$ cat src/rtl/mem_wb_stage_if.sv
// MEM/WB stage bus: MEM-side offer, data-memory response and writeback outputs.
// The master drives the offer and memory response; the slave is the stage itself.
interface mem_wb_stage_if #(
    parameter int XLEN   = 32,
    parameter int REG_AW = 5
);
    logic              mem_valid;
    logic              mem_ready;
    logic              flush;
    logic [REG_AW-1:0] mem_rd_addr;
    logic              mem_rd_we;
    logic [1:0]        mem_wb_sel;
    logic [XLEN-1:0]   mem_result;
    logic [XLEN-1:0]   mem_pc;
    logic              mem_is_c;
    logic [1:0]        mem_ld_size;
    logic              mem_ld_unsigned;
    logic [1:0]        mem_byte_off;
    logic              dm_rvalid;
    logic [XLEN-1:0]   dm_rdata;
    logic              wb_valid;
    logic              wb_rd_we;
    logic [REG_AW-1:0] wb_rd_addr;
    logic [XLEN-1:0]   wb_rd_data;
    logic [XLEN-1:0]   wb_pc;
    logic              stall_req;

    modport master (
        output mem_valid, flush, mem_rd_addr, mem_rd_we, mem_wb_sel, mem_result,
               mem_pc, mem_is_c, mem_ld_size, mem_ld_unsigned, mem_byte_off,
               dm_rvalid, dm_rdata,
        input  mem_ready, wb_valid, wb_rd_we, wb_rd_addr, wb_rd_data, wb_pc, stall_req
    );

    modport slave (
        input  mem_valid, flush, mem_rd_addr, mem_rd_we, mem_wb_sel, mem_result,
               mem_pc, mem_is_c, mem_ld_size, mem_ld_unsigned, mem_byte_off,
               dm_rvalid, dm_rdata,
        output mem_ready, wb_valid, wb_rd_we, wb_rd_addr, wb_rd_data, wb_pc, stall_req
    );
endinterface

$ cat src/rtl/mem_wb_stage.sv
// MEM/WB pipeline stage: registers MEM results, waits on multi-cycle loads,
// extracts and extends load data, and presents the register-file write.
module mem_wb_stage #(
    parameter int XLEN   = 32,
    parameter int REG_AW = 5
) (
    input  logic          clk,
    input  logic          arstn,
    mem_wb_stage_if.slave bus
);
    localparam logic [1:0] SEL_ALU  = 2'd0;
    localparam logic [1:0] SEL_LOAD = 2'd1;
    localparam logic [1:0] SEL_LINK = 2'd2;

    typedef enum logic {S_IDLE, S_WAIT} state_e;

    state_e            state_q, state_d;
    logic              wb_valid_q, wb_valid_d;
    logic              wb_rd_we_q, wb_rd_we_d;
    logic [REG_AW-1:0] wb_rd_addr_q, wb_rd_addr_d;
    logic [XLEN-1:0]   wb_rd_data_q, wb_rd_data_d;
    logic [XLEN-1:0]   wb_pc_q, wb_pc_d;
    logic [1:0]        wb_sel_q, wb_sel_d;
    logic              killed_q, killed_d;
    logic [1:0]        ld_size_q, ld_size_d;
    logic              ld_uns_q, ld_uns_d;
    logic [1:0]        ld_off_q, ld_off_d;
    logic [REG_AW-1:0] ld_rd_q, ld_rd_d;
    logic              ld_we_q, ld_we_d;
    logic [XLEN-1:0]   ld_pc_q, ld_pc_d;

    function automatic logic [XLEN-1:0] extract(input logic [XLEN-1:0] word,
                                                input logic [1:0] size,
                                                input logic uns,
                                                input logic [1:0] off);
        logic [7:0]  lane_b;
        logic [15:0] lane_h;
        lane_b = word[{off, 3'b000} +: 8];
        lane_h = off[1] ? word[31:16] : word[15:0];
        case (size)
            2'd0:    extract = {{(XLEN-8){lane_b[7] & ~uns}}, lane_b};
            2'd1:    extract = {{(XLEN-16){lane_h[15] & ~uns}}, lane_h};
            default: extract = word;
        endcase
    endfunction

    always_comb begin
        state_d      = state_q;
        wb_valid_d   = 1'b0;
        wb_rd_we_d   = 1'b0;
        wb_rd_addr_d = wb_rd_addr_q;
        wb_rd_data_d = wb_rd_data_q;
        wb_pc_d      = wb_pc_q;
        wb_sel_d     = wb_sel_q;
        killed_d     = killed_q;
        ld_size_d    = ld_size_q;
        ld_uns_d     = ld_uns_q;
        ld_off_d     = ld_off_q;
        ld_rd_d      = ld_rd_q;
        ld_we_d      = ld_we_q;
        ld_pc_d      = ld_pc_q;
        case (state_q)
            S_IDLE: begin
                if (bus.mem_valid && !bus.flush) begin
                    wb_sel_d = bus.mem_wb_sel;
                    if (bus.mem_wb_sel == SEL_LOAD) begin
                        state_d   = S_WAIT;
                        killed_d  = 1'b0;
                        ld_size_d = bus.mem_ld_size;
                        ld_uns_d  = bus.mem_ld_unsigned;
                        ld_off_d  = bus.mem_byte_off;
                        ld_rd_d   = bus.mem_rd_addr;
                        ld_we_d   = bus.mem_rd_we;
                        ld_pc_d   = bus.mem_pc;
                    end else begin
                        wb_valid_d   = 1'b1;
                        wb_rd_we_d   = bus.mem_rd_we & (|bus.mem_rd_addr);
                        wb_rd_addr_d = bus.mem_rd_addr;
                        wb_pc_d      = bus.mem_pc;
                        wb_rd_data_d = (bus.mem_wb_sel == SEL_LINK)
                                     ? bus.mem_pc + (bus.mem_is_c ? XLEN'(2) : XLEN'(4))
                                     : bus.mem_result;
                    end
                end
            end
            S_WAIT: begin
                // A flushed load still drains its response so it cannot pair with a later load.
                if (bus.flush) killed_d = 1'b1;
                if (bus.dm_rvalid) begin
                    state_d      = S_IDLE;
                    killed_d     = 1'b0;
                    wb_valid_d   = 1'b1;
                    wb_rd_we_d   = ld_we_q & (|ld_rd_q) & ~(killed_q | bus.flush);
                    wb_rd_addr_d = ld_rd_q;
                    wb_pc_d      = ld_pc_q;
                    wb_rd_data_d = extract(bus.dm_rdata, ld_size_q, ld_uns_q, ld_off_q);
                end
            end
            default: state_d = S_IDLE;
        endcase
    end

    always_ff @(posedge clk or negedge arstn) begin
        if (!arstn) begin
            state_q      <= S_IDLE;
            wb_valid_q   <= 1'b0;
            wb_rd_we_q   <= 1'b0;
            wb_rd_addr_q <= '0;
            wb_rd_data_q <= '0;
            wb_pc_q      <= '0;
            wb_sel_q     <= SEL_ALU;
            killed_q     <= 1'b0;
            ld_size_q    <= 2'd0;
            ld_uns_q     <= 1'b0;
            ld_off_q     <= 2'd0;
            ld_rd_q      <= '0;
            ld_we_q      <= 1'b0;
            ld_pc_q      <= '0;
        end else begin
            state_q      <= state_d;
            wb_valid_q   <= wb_valid_d;
            wb_rd_we_q   <= wb_rd_we_d;
            wb_rd_addr_q <= wb_rd_addr_d;
            wb_rd_data_q <= wb_rd_data_d;
            wb_pc_q      <= wb_pc_d;
            wb_sel_q     <= wb_sel_d;
            killed_q     <= killed_d;
            ld_size_q    <= ld_size_d;
            ld_uns_q     <= ld_uns_d;
            ld_off_q     <= ld_off_d;
            ld_rd_q      <= ld_rd_d;
            ld_we_q      <= ld_we_d;
            ld_pc_q      <= ld_pc_d;
        end
    end

    assign bus.mem_ready  = (state_q == S_IDLE);
    assign bus.stall_req  = (state_q != S_IDLE);
    assign bus.wb_valid   = wb_valid_q;
    assign bus.wb_rd_we   = wb_rd_we_q;
    assign bus.wb_rd_addr = wb_rd_addr_q;
    assign bus.wb_rd_data = wb_rd_data_q;
    assign bus.wb_pc      = wb_pc_q;
endmodule

$ cat src/flat_wrapper.sv
// flat-port wrapper written by rule: the top's interface ports become plain ports
module mem_wb_stage_flat 
#(
    parameter int XLEN   = 32,
    parameter int REG_AW = 5
)
  (clk, arstn, bus_mem_valid, bus_flush, bus_mem_rd_addr, bus_mem_rd_we, bus_mem_wb_sel, bus_mem_result, bus_mem_pc, bus_mem_is_c, bus_mem_ld_size, bus_mem_ld_unsigned, bus_mem_byte_off, bus_dm_rvalid, bus_dm_rdata, bus_mem_ready, bus_wb_valid, bus_wb_rd_we, bus_wb_rd_addr, bus_wb_rd_data, bus_wb_pc, bus_stall_req);
  mem_wb_stage_if #(.XLEN(XLEN), .REG_AW(REG_AW)) bus_i ();
  input  logic clk;
  input  logic arstn;
  input wire logic [$bits(bus_i.mem_valid)-1:0] bus_mem_valid;
  input wire logic [$bits(bus_i.flush)-1:0] bus_flush;
  input wire logic [$bits(bus_i.mem_rd_addr)-1:0] bus_mem_rd_addr;
  input wire logic [$bits(bus_i.mem_rd_we)-1:0] bus_mem_rd_we;
  input wire logic [$bits(bus_i.mem_wb_sel)-1:0] bus_mem_wb_sel;
  input wire logic [$bits(bus_i.mem_result)-1:0] bus_mem_result;
  input wire logic [$bits(bus_i.mem_pc)-1:0] bus_mem_pc;
  input wire logic [$bits(bus_i.mem_is_c)-1:0] bus_mem_is_c;
  input wire logic [$bits(bus_i.mem_ld_size)-1:0] bus_mem_ld_size;
  input wire logic [$bits(bus_i.mem_ld_unsigned)-1:0] bus_mem_ld_unsigned;
  input wire logic [$bits(bus_i.mem_byte_off)-1:0] bus_mem_byte_off;
  input wire logic [$bits(bus_i.dm_rvalid)-1:0] bus_dm_rvalid;
  input wire logic [$bits(bus_i.dm_rdata)-1:0] bus_dm_rdata;
  output wire logic [$bits(bus_i.mem_ready)-1:0] bus_mem_ready;
  output wire logic [$bits(bus_i.wb_valid)-1:0] bus_wb_valid;
  output wire logic [$bits(bus_i.wb_rd_we)-1:0] bus_wb_rd_we;
  output wire logic [$bits(bus_i.wb_rd_addr)-1:0] bus_wb_rd_addr;
  output wire logic [$bits(bus_i.wb_rd_data)-1:0] bus_wb_rd_data;
  output wire logic [$bits(bus_i.wb_pc)-1:0] bus_wb_pc;
  output wire logic [$bits(bus_i.stall_req)-1:0] bus_stall_req;
  assign bus_i.mem_valid = bus_mem_valid;
  assign bus_i.flush = bus_flush;
  assign bus_i.mem_rd_addr = bus_mem_rd_addr;
  assign bus_i.mem_rd_we = bus_mem_rd_we;
  assign bus_i.mem_wb_sel = bus_mem_wb_sel;
  assign bus_i.mem_result = bus_mem_result;
  assign bus_i.mem_pc = bus_mem_pc;
  assign bus_i.mem_is_c = bus_mem_is_c;
  assign bus_i.mem_ld_size = bus_mem_ld_size;
  assign bus_i.mem_ld_unsigned = bus_mem_ld_unsigned;
  assign bus_i.mem_byte_off = bus_mem_byte_off;
  assign bus_i.dm_rvalid = bus_dm_rvalid;
  assign bus_i.dm_rdata = bus_dm_rdata;
  assign bus_mem_ready = bus_i.mem_ready;
  assign bus_wb_valid = bus_i.wb_valid;
  assign bus_wb_rd_we = bus_i.wb_rd_we;
  assign bus_wb_rd_addr = bus_i.wb_rd_addr;
  assign bus_wb_rd_data = bus_i.wb_rd_data;
  assign bus_wb_pc = bus_i.wb_pc;
  assign bus_stall_req = bus_i.stall_req;
  mem_wb_stage #(.XLEN(XLEN), .REG_AW(REG_AW)) u_core (.clk(clk), .arstn(arstn), .bus(bus_i));
endmodule
$ cat config.mk
export PLATFORM = sky130hd
export DESIGN_NAME = mem_wb_stage_flat
export DESIGN_NICKNAME = d
export VERILOG_FILES = /design/src/rtl/mem_wb_stage_if.sv /design/src/rtl/mem_wb_stage.sv /design/src/flat_wrapper.sv
export SDC_FILE = /design/constraint.sdc
export NUM_CORES = 1
export LEC_CHECK = 0
export CAP_MARGIN = 10
export CORE_ASPECT_RATIO = 1.4
export CORE_MARGIN = 2
export CORE_UTILIZATION = 52
export DETAILED_ROUTE_END_ITERATION = 8
export PLACE_DENSITY = 0.87
export SYNTH_ARGS = -nofsm -noshare
export SYNTH_HDL_FRONTEND = slang
export SYNTH_SLANG_ARGS = --single-unit
$ cat constraint.sdc
create_clock -name clk -period 5.7 [get_ports clk]
set_input_delay 1.14 -clock clk [delete_from_list [all_inputs] [get_ports clk]]
set_output_delay 1.14 -clock clk [all_outputs]
set_load 0.1 [all_outputs]
==> results_dict.tcl <==
set metrics [dict create \
    cts_buffers 17 \
    vias_per_cell 6.16 \
    diodes 0 \
    gp_congestion 0.948 \
    drive_above_1_share_pct 11.3 \
    dp_hpwl_mm 15.1 \
    post-route-util_pct 74.9 \
    grt_pass1_vias 5923 \
    rows 47 \
    grt_pass1_wl_mm 32.7 \
    synthArstFlopShare_pct 100 \
    critPathArrivalTime_ps 2500 \
    fin_hold_ws_ps 498 \
    synth_area_leader_cell "dfrtp_1" \
    cts_sinks 116 \
    gr-total-overflow 0 \
    first_pass_iters 5 \
    status "finished, final reports clean" \
    vias 6023 \
    synthFlopType "dfrtp_1" \
    hold_depth 1 \
    cts_hold_buf 0 \
    clock_path_buffers 2 \
    cts_setup_buffers 0 \
    wl_mm 21.0 \
    clock_skew_ps 6.74 \
    critical-path-top-delay-family "buffers and inverters" \
    p_total_mw 4.07 \
    die_area_um2 13000 \
    drv_cap 0 \
    grt_max_degree 79 \
    die_x_um 97.0 \
    hold_violations 0 \
    cp_num_buf_inv 2 \
    dpl_worst_slack_ps 1700 \
    worstPathRequired_ps 4560 \
    n_fill_cell 793 \
    ant_nets 0 \
    num_io_pins 188 \
    wire_per_inst_um 21.5 \
    synth-seq-cells 116 \
    syn_inst 648 \
    htreeDepth 4 \
    setup_ws_ps 2060 \
    final_max_slew_viol_count 0 \
    crit_type "flop to output port" \
    start_util_pct 53.2 \
    hold_path_class "flop to flop" \
    start_kind "flop" \
    path_cells "inv_1, clkdlybuf4s50_1" \
    drc 0 \
    crit_slowest_cell "clkdlybuf4s50_1" \
    whs_endpoint "u_core.bus.wb_rd_data[8]" \
    leakagePower_nw 3.55 \
    clkLatencyLatePin_ps 410 \
    maxSlewHeadroom_pct 20.4 \
    synth_top_area_share_pct 46.2 \
    rsz0062_at_grt "no" \
    nNetsFinal 936 \
    postSynthAreaPerCell_um2 9.71 \
    fmaxAchievable_mhz 275 \
    p_per_area_nw_per_um2 459 \
    synth_edf_count 0 \
    yosys-top-cells-area "dfrtp_1 (46%), mux2_2 (7.3%), mux2i_1 (6.2%)" \
    worstMarginPinSlew_ps 1190 \
    fp.coreArea_um2 11800 \
    setup.worst_path.end_class "output port" \
    period_share_pct 63.8 \
    wl_met1_mm 7.93 \
    crit_fanout 13 \
    met3_length_mm 1.35 \
    setup_viol_count_final 0 \
    synth_common_cells "dfrtp_1 (116), a21oi_1 (69), nor2_1 (57)" \
    netlist_area_um2 6290 \
    r2r-end "u_core.bus.wb_pc[16]" \
    holdCritStartpoint "u_core.bus.wb_rd_data[8]" \
    ys_warn_count 0 \
    worstReg2RegStart "u_core.bus.stall_req" \
    yosysSeqAreaShare_pct 46.2 \
    die_h_um 134 \
    cts_resized 0 \
    yosysMostFrequentCell "dfrtp_1" \
    syn2layout_area_growth_pct 40.8 \
    max-vdd-ir-drop_uv 349 \
    max_stage_delay_ps 1220 \
    clockRootBuffer "clkbuf_16" \
    setup_tns_ps 0 \
    r2r_cells 7 \
    track_usage_pct 32.2 \
    wl_met2_mm 10.7 \
    top_layer_used "met4" \
    ys_types 60 \
    antenna_found_initial 0 \
    port_buffers 187 \
    cts_tree "built" \
    fin_crit_ps 3640 \
    detail_route.iter0.violations 534 \
    syn-num-nets 766 \
    critical_path_depth 2 \
    r2r_setup_slack_ps 2750 \
    clk_pin_slew_ps 50 \
]
## worst register-to-register path, cell delays in order (launching register included)
cell and delay [ps]:
dfrtp_2 500, or3b_1 430, nor2_2 350, nor2_2 80
inv_2 800, buf_4 470, nor2_1 90, a21oi_1 150
## routing by layer
metal,GRT usage [%],up-vias
li1,-,2677
met1,38.0,2969
met2,54.8,310
met3,6.93,67
met4,17.8,0
met5,0,-
## report_power, final
group	internal [mW]	switching [mW]
registers	1.02	0.155
logic	0.480	1.27
clock network	0.755	0.388
total	2.26	1.81
## placed cells by master (no fill, tap or decap), types with 9 or more instances in the layout
cell type / instances
a211o_1: 9
a21oi_1: 69
a221oi_1: 9
clkbuf_16: 17
clkdlybuf4s50_1: 186
dfrtp_1: 115
inv_1: 17
mux2_2: 41
mux2i_1: 39
nand2_1: 54
nand3_1: 10
nor2_1: 56
nor3_1: 12
o21ai_0: 33
o22ai_1: 9
xnor2_1: 25
## through the flow
step	area, µm²	instances
2_1_floorplan	6290	648
3_3_place_gp	8220	946
3_5_place_dp	8220	946
4_1_cts	8860	978
5_1_grt	8860	978
6_report	8860	978
## registers in the layout, indices dropped and copies added (netlist names)
register               flops
u_core.ld_off_q            2
u_core.bus.wb_pc          32
u_core.bus.wb_valid        1
u_core.ld_we_q             1
u_core.bus.stall_req       1
u_core.ld_pc_q            32
u_core.ld_size_q           2
u_core.ld_rd_q             5
u_core.ld_uns_q            1
u_core.bus.wb_rd_we        1
u_core.bus.wb_rd_addr      5
u_core.bus.wb_rd_data     32
u_core.killed_q            1
## kinds of logic (layout without fill, tap and decap cells)
| logic type | after synthesis | in the layout | synth area share (%) |
|---|---|---|---|
| adders and majority gates | 3 | 3 | 0.716 |
| muxes | 81 | 81 | 13.7 |
| buffers and inverters | 60 | 243 | 3.80 |
| and+or+nand+nor | 184 | 184 | 14.3 |
| DFF | 116 | 116 | 46.2 |
| xor gates and xnor gates | 27 | 27 | 3.76 |
| AOI/OAI and AO/OA | 177 | 177 | 17.5 |
## how the worst max path moves through the flow
stage                         startpoint                    to  slack, ps
global placement               bus_flush  u_core.bus.wb_pc[29]       1880
detailed placement             bus_flush  u_core.bus.wb_pc[16]       1700
floorplan           u_core.bus.stall_req         bus_mem_ready       2400
finish              u_core.bus.stall_req         bus_mem_ready       2060
CTS                 u_core.bus.stall_req         bus_mem_ready       2070
global route                   bus_flush  u_core.bus.wb_pc[16]       1870
## cell type report
type / count / area (µm²) / area share, %
flip-flops and latches: 116 / 2900 / 32.8
repair buffers: 193 / 1910 / 21.6
clock inverters: 12 / 179 / 2.02
well taps: 147 / 184 / 2.08
multi-input cells: 472 / 3150 / 35.6
clock buffers: 20 / 457 / 5.16
inverters: 18 / 67.6 / 0.763
No activity file was read; power rests on OpenSTA's default activity.
